===== src/rtl/otter_pkg.sv =====
// Shared OTTER CPU types and constants used by the fetch and decode stages.
package otter_pkg;

    typedef enum logic [6:0] {
        OPC_LUI    = 7'b0110111,
        OPC_AUIPC  = 7'b0010111,
        OPC_JAL    = 7'b1101111,
        OPC_JALR   = 7'b1100111,
        OPC_BRANCH = 7'b1100011,
        OPC_LOAD   = 7'b0000011,
        OPC_STORE  = 7'b0100011,
        OPC_OP_IMM = 7'b0010011,
        OPC_OP     = 7'b0110011,
        OPC_SYSTEM = 7'b1110011
    } opcode_t;

    typedef struct packed {
        logic [6:0] funct7;
        logic [4:0] rs2;
        logic [4:0] rs1;
        logic [2:0] funct3;
        logic [4:0] rd;
        opcode_t    opcode;
    } instr_t;

    localparam logic [31:0] NOP_INSTR        = 32'h0000_0013;
    localparam logic [31:0] DEFAULT_RESET_PC = 32'h0000_0000;

    function automatic logic [31:0] word_align(input logic [31:0] addr);
        return addr & 32'hFFFF_FFFC;
    endfunction

endpackage


===== src/rtl/otter_fetch_fifo.sv =====
// Synchronous FIFO with flush; zero read latency from head, one cycle write-to-read.
// No internal backpressure: callers must not push when full or pop when empty.
module otter_fetch_fifo #(
    parameter int DEPTH = 2,
    parameter int WIDTH = 32
) (
    input  logic                       clk,
    input  logic                       rst,
    input  logic                       push_i,
    input  logic                       pop_i,
    input  logic                       flush_i,
    input  logic [WIDTH-1:0]           wdata_i,
    output logic [WIDTH-1:0]           rdata_o,
    output logic                       full_o,
    output logic                       empty_o,
    output logic [$clog2(DEPTH):0]     count_o
);
    localparam int AW = $clog2(DEPTH);
    localparam int CW = AW + 1;

    logic [WIDTH-1:0] mem_q [DEPTH];
    logic [AW-1:0]    wr_ptr_q;
    logic [AW-1:0]    rd_ptr_q;
    logic [CW-1:0]    count_q;
    logic             do_push;
    logic             do_pop;

    assign full_o  = (count_q == CW'(DEPTH));
    assign empty_o = (count_q == '0);
    assign count_o = count_q;
    assign rdata_o = mem_q[rd_ptr_q];

    // A pop frees the slot in the same cycle, so push into a full FIFO is legal alongside it.
    assign do_pop  = pop_i & ~empty_o;
    assign do_push = push_i & (~full_o | do_pop);

    always_ff @(posedge clk or posedge rst) begin
        if (rst) begin
            wr_ptr_q <= '0;
            rd_ptr_q <= '0;
            count_q  <= '0;
        end else if (flush_i) begin
            wr_ptr_q <= '0;
            rd_ptr_q <= '0;
            count_q  <= '0;
        end else begin
            if (do_push) wr_ptr_q <= wr_ptr_q + AW'(1);
            if (do_pop)  rd_ptr_q <= rd_ptr_q + AW'(1);
            case ({do_push, do_pop})
                2'b10:   count_q <= count_q + CW'(1);
                2'b01:   count_q <= count_q - CW'(1);
                default: count_q <= count_q;
            endcase
        end
    end

    always_ff @(posedge clk) begin
        if (do_push && !flush_i) mem_q[wr_ptr_q] <= wdata_i;
    end

endmodule


===== src/rtl/otter_fetch_stage.sv =====
// OTTER fetch: credit-limited in-order imem requests, buffered words to decode (grant N -> valid N+L+1).
// Decode stalls via de_ready; requests stop once outstanding + buffered words reach FIFO_DEPTH.
module otter_fetch_stage
    import otter_pkg::*;
#(
    parameter logic [31:0] RESET_PC   = DEFAULT_RESET_PC,
    parameter int          FIFO_DEPTH = 2
) (
    input  logic        CLK,
    input  logic        RESET,
    output logic        imem_req,
    output logic [31:0] imem_addr,
    input  logic        imem_gnt,
    input  logic        imem_rvalid,
    input  logic [31:0] imem_rdata,
    input  logic        redirect_valid,
    input  logic [31:0] redirect_pc,
    output logic        de_valid,
    input  logic        de_ready,
    output logic [31:0] de_pc,
    output logic [31:0] de_ir
);
    localparam int CW  = $clog2(FIFO_DEPTH) + 1;
    localparam int CW1 = CW + 1;

    logic [31:0]   fetch_pc_q, fetch_pc_d;
    logic [31:0]   out_pc_q, out_pc_d;
    logic [CW-1:0] outstanding_q, outstanding_d;
    logic [CW-1:0] discard_q, discard_d;
    logic [CW-1:0] fifo_count;
    logic [CW1-1:0] credit_used;
    logic [31:0]   fifo_head;
    logic [31:0]   target;
    logic          fifo_push;
    logic          fifo_pop;
    logic          fifo_full;
    logic          fifo_empty;
    logic          grant;
    logic          unused_fifo_full;

    assign target           = word_align(redirect_pc);
    assign unused_fifo_full = fifo_full;

    assign de_valid  = ~fifo_empty;
    assign fifo_pop  = de_valid & de_ready & ~redirect_valid;
    assign fifo_push = imem_rvalid & (discard_q == '0) & ~redirect_valid;

    // Credit counts the raw handshake pop so a draining buffer can keep requests flowing.
    assign credit_used = CW1'(outstanding_q) + CW1'(fifo_count) - CW1'(de_valid & de_ready);
    assign imem_req    = ~RESET & ~redirect_valid & (credit_used < CW1'(FIFO_DEPTH));
    assign grant       = imem_req & imem_gnt;

    assign imem_addr = fetch_pc_q;
    assign de_pc     = out_pc_q;
    assign de_ir     = fifo_empty ? NOP_INSTR : fifo_head;

    always_comb begin
        fetch_pc_d    = fetch_pc_q;
        out_pc_d      = out_pc_q;
        outstanding_d = outstanding_q;
        discard_d     = discard_q;

        case ({grant, imem_rvalid})
            2'b10:   outstanding_d = outstanding_q + CW'(1);
            2'b01:   outstanding_d = outstanding_q - CW'(1);
            default: outstanding_d = outstanding_q;
        endcase

        if (redirect_valid) begin
            fetch_pc_d = target;
            out_pc_d   = target;
            // Every fetch still in flight after this edge belongs to the old path.
            discard_d  = outstanding_q - CW'(imem_rvalid);
        end else begin
            if (grant)    fetch_pc_d = fetch_pc_q + 32'd4;
            if (fifo_pop) out_pc_d   = out_pc_q + 32'd4;
            if (imem_rvalid && discard_q != '0) discard_d = discard_q - CW'(1);
        end
    end

    always_ff @(posedge CLK or posedge RESET) begin
        if (RESET) begin
            fetch_pc_q    <= RESET_PC;
            out_pc_q      <= RESET_PC;
            outstanding_q <= '0;
            discard_q     <= '0;
        end else begin
            fetch_pc_q    <= fetch_pc_d;
            out_pc_q      <= out_pc_d;
            outstanding_q <= outstanding_d;
            discard_q     <= discard_d;
        end
    end

    otter_fetch_fifo #(
        .DEPTH (FIFO_DEPTH),
        .WIDTH (32)
    ) u_fifo (
        .clk     (CLK),
        .rst     (RESET),
        .push_i  (fifo_push),
        .pop_i   (fifo_pop),
        .flush_i (redirect_valid),
        .wdata_i (imem_rdata),
        .rdata_o (fifo_head),
        .full_o  (fifo_full),
        .empty_o (fifo_empty),
        .count_o (fifo_count)
    );

endmodule


===== config.mk =====
export PLATFORM = sky130hd
export DESIGN_NAME = otter_fetch_stage
export DESIGN_NICKNAME = d
export VERILOG_FILES = /design/src/rtl/otter_pkg.sv /design/src/rtl/otter_fetch_fifo.sv /design/src/rtl/otter_fetch_stage.sv
export SDC_FILE = /design/constraint.sdc
export NUM_CORES = 1
export LEC_CHECK = 0
export ABC_AREA = 1
export CAP_MARGIN = 25
export CORE_MARGIN = 3
export CORE_UTILIZATION = 41
export CTS_CLUSTER_DIAMETER = 30
export DETAILED_ROUTE_END_ITERATION = 16
export PLACE_DENSITY = 0.75
export SLEW_MARGIN = 0
export SYNTH_ARGS = -nofsm -noshare
export SYNTH_HDL_FRONTEND = slang
export SYNTH_SLANG_ARGS = --single-unit

===== constraint.sdc =====
create_clock -name CLK -period 2.6 [get_ports CLK]
set_input_delay 0.39 -clock CLK [delete_from_list [all_inputs] [get_ports CLK]]
set_output_delay 0.39 -clock CLK [all_outputs]
set_load 0.03 [all_outputs]

==> out/summary.json <==
{
  "crit_path_cell_trace": {"value": "inv_2 -> ha_4 -> fa_1 -> nand3_2 -> buf_4 -> nor2_4 -> buf_6"},
  "dpl_cell_area": {"value": 0.00919, "unit": "mm2"},
  "placed_cells": {"value": 1277},
  "design.die.area": {"value": 0.0192, "unit": "mm2"},
  "hpwlAfterDp": {"value": 15.2, "unit": "mm"},
  "remaining_drc_errors": {"value": 0},
  "cts.sinks": {"value": 132},
  "antenna-diode-count": {"value": 0},
  "max-vdd-ir-drop": {"value": 0.000602, "unit": "V"},
  "clock_tree.buffer_depth": {"value": 2},
  "timing.clock.skew": {"value": 0.0113, "unit": "ns"},
  "worstPathRequired": {"value": 2.21, "unit": "ns"},
  "cts.htree.levels": {"value": 4},
  "whs": {"value": 0.438, "unit": "ns"},
  "placement_rows": {"value": 47},
  "final_design_area_no_fill": {"value": 0.00988, "unit": "mm2"},
  "die_w": {"value": 139, "unit": "um"},
  "min_period_over_period": {"value": 97.3, "unit": "%"},
  "max_cap_violations": {"value": 0},
  "final_nets": {"value": 1157},
  "synth_sequential_area_ratio": {"value": 50.2, "unit": "%"},
  "n_fill_cell": {"value": 1484},
  "final_layout_size_suffix_gt1_share": {"value": 9.88, "unit": "%"},
  "grt_pass1_wl": {"value": 33.2, "unit": "mm"},
  "first_global_vias": {"value": 6353},
  "worst_setup_path_end_kind": {"value": "output port"},
  "worstHoldPathType": {"value": "in -> reg"},
  "initial_utilization": {"value": 42.7, "unit": "%"},
  "timing_worst_slew_pin_value": {"value": 0.912, "unit": "ns"},
  "post-layout-total-power": {"value": 9050, "unit": "uW"},
  "critical-path-top-delay-family": {"value": "adder cells"},
  "synthesis.instances": {"value": 900},
  "top_level_pins": {"value": 168},
  "synth_cell_type_count": {"value": 40},
  "ant_nets": {"value": 0},
  "worstRegToRegCells": {"value": 10},
  "worstPathMaxFanout": {"value": 2},
  "postRouteWirelength": {"value": 20.9, "unit": "mm"},
  "path_class": {"value": "reg -> out"},
  "worst_skew_pair.late_latency": {"value": 0.42, "unit": "ns"},
  "cp.depth": {"value": 7},
  "initialDrtViolationCount": {"value": 642},
  "cts_tree": {"value": "built"},
  "wl_per_cell": {"value": 15.9, "unit": "um"},
  "critical_path.reg2reg.startpoint": {"value": "outstanding_q[1]"},
  "post_layout_nonfiller_instances": {"value": 1313},
  "run_status": {"value": "complete, no violations"},
  "num_vias": {"value": 6678},
  "final_common_cell": {"value": "sky130_fd_sc_hd__nand2_1"},
  "max_slew_margin": {"value": 39.2, "unit": "%"},
  "power_density_normalized_to_cell_area": {"value": 916, "unit": "mW/mm2"},
  "grt_use_total": {"value": 21.7, "unit": "%"},
  "final-setup-viol-count": {"value": 0},
  "vias_per_cell": {"value": 5.09},
  "worstHoldPathCells": {"value": 4},
  "slew_violations": {"value": 0},
  "worst-endpoint-arrival": {"value": 2.14, "unit": "ns"},
  "gr-total-overflow": {"value": 0},
  "clkTransAtPathRegs": {"value": 0.07, "unit": "ns"},
  "grt_max_degree": {"value": 69},
  "max_incr_delay_on_cp": {"value": 0.54, "unit": "ns"},
  "placeableCoreArea": {"value": 0.0169, "unit": "mm2"},
  "hold_viol": {"value": 0},
  "avgSynthCellArea": {"value": 8.02, "unit": "um2"},
  "crit-reg2reg-capture": {"value": "outstanding_q[1]"},
  "area.growth.synth_to_final": {"value": 37.0, "unit": "%"},
  "hold_end": {"value": "de_pc[13]"},
  "worst_setup_path_start_kind": {"value": "flip-flop"},
  "placement.io_buffers": {"value": 161},
  "r2r_slack": {"value": 0.25, "unit": "ns"},
  "cts_buffers": {"value": 17},
  "mappedNetlistArea": {"value": 0.00721, "unit": "mm2"},
  "leakage": {"value": 0.00435, "unit": "uW"},
  "ys.warnings.count": {"value": 0},
  "max_freq": {"value": 395, "unit": "MHz"},
  "crit_buf_inv": {"value": 3},
  "layout.cells.most_common_list": {"value": "319 x sky130_fd_sc_hd__nand2_1, 139 x sky130_fd_sc_hd__clkdlybuf4s50_1, 80 x sky130_fd_sc_hd__inv_1, 71 x sky130_fd_sc_hd__nor2_1, 68 x sky130_fd_sc_hd__dfrtp_1"},
  "synth-seq-cells": {"value": 132},
  "holdBufCountCts": {"value": 0},
  "rsz0062_at_grt": {"value": "true"},
  "drt_first_pass_iters": {"value": 5},
  "gp_congestion": {"value": 0.929},
  "antenna_violations_before_repair": {"value": 0},
  "die_h": {"value": 139, "unit": "um"},
  "timing.critical_path.slowest_stage_cell": {"value": "sky130_fd_sc_hd__fa_1"},
  "timing.hold.worst.start": {"value": "redirect_valid"},
  "cts-root-buf": {"value": "sky130_fd_sc_hd__clkbuf_16"},
  "fin_crit": {"value": 2.53, "unit": "ns"}
}
## registers in the layout, indices dropped and copies added (netlist names)
signal / count
outstanding_q: 2
imem_addr: 30
discard_q: 2
u_fifo.count_o: 2
u_fifo.mem_q: 64
u_fifo.wr_ptr_q: 1
u_fifo.rd_ptr_q: 1
de_pc: 30
## per-layer routing
metal	GRT usage, %	share of wire, %	up-vias	wire [um]
li1	-	-	3288	-
met1	29.3	44	3074	9150
met2	35.3	47	284	9760
met3	4.59	7.6	32	1600
met4	6.54	2.0	0	427
met5	0	0	-	0
## cell families after synthesis
| family | after synthesis | share of synthesized area [%] |
|---|---|---|
| simple gates | 510 | 30.1 |
| compound gates | 104 | 8.15 |
| other cells | 1 | 0.0520 |
| xor+xnor | 24 | 2.91 |
| buf+inv | 122 | 7.25 |
| fa+ha+maj | 7 | 1.32 |
| flops | 132 | 50.2 |
## timing repair
action	in CTS	in global routing
setup buffers	3	1
setup endpoints to repair	1	20
pin swaps	2	3
gates resized for setup	13	21
## cells in the mapped netlist (all sizes together)
cell type,number,area (um2)
o31ai,1,7.51
xnor2,3,26.3
o221ai,3,26.3
inv,91,352
nor3,10,65.1
o311ai,1,8.76
a31oi,2,12.5
o211ai,10,75.1
a21oi,48,240
nand2,323,1220
clkinv,1,3.75
clkbuf,16,60.1
xor2,21,184
and3,1,6.26
nand3,67,368
ha,6,75.1
conb,1,3.75
buf,14,108
dfrtp,68,1700
nand4,14,87.6
fa,1,20.0
o21ai,33,165
edfxtp,64,1920
o21bai,6,52.6
nand3b,4,30.0
nor2,91,389
## layout make-up
class	instances	area (um2)	share of cell area [%]
flip-flops and latches	132	3620	36.7
multi-input cells	649	3130	31.7
repair buffers	188	1930	19.5
clock buffers	17	425	4.30
inverters	92	359	3.63
well taps	220	275	2.79
clock inverters	15	139	1.41
## report_power, final
| part | internal [uW] | leakage [uW] | switching, uW |
|---|---|---|---|
| combinational | 1530 | 0.00268 | 2340 |
| sequential | 2520 | 0.00140 | 394 |
| clock | 1260 | 0.000271 | 1010 |
| total | 5300 | 0.00435 | 3750 |
## stage by stage
step	setup TNS [ns]	utilization [%]	setup slack, ns
after CTS	0	58.2	0.0183
after detailed placement	-4.59	54.5	-0.218
after floorplan	0	-	0.00260
final	0	58.6	0.0701
after global routing	-0.0390	58.6	-0.0336
after global placement	-1.10	54.5	-0.0926
## tightest hold or removal path: cells and delay by family
kind	cells	cell delay (ns)
buffers and inverters	2	0.29
AOI/OAI and AO/OA	1	0.05
and+or+nand+nor	1	0.08
## how the worst max path moves through the flow
stage	from	endpoint	slack, ns
2_1_floorplan	discard_q[0]	u_fifo.mem_q[1][0]	0.003
3_3_place_gp	de_ready	outstanding_q[1]	-0.09
3_5_place_dp	de_ready	outstanding_q[1]	-0.22
4_1_cts	u_fifo.count_o[0]	imem_req	0.02
5_1_grt	u_fifo.count_o[0]	imem_req	-0.03
6_report	outstanding_q[1]	imem_req	0.07
Note: power is estimated with default switching activity, not from simulation.
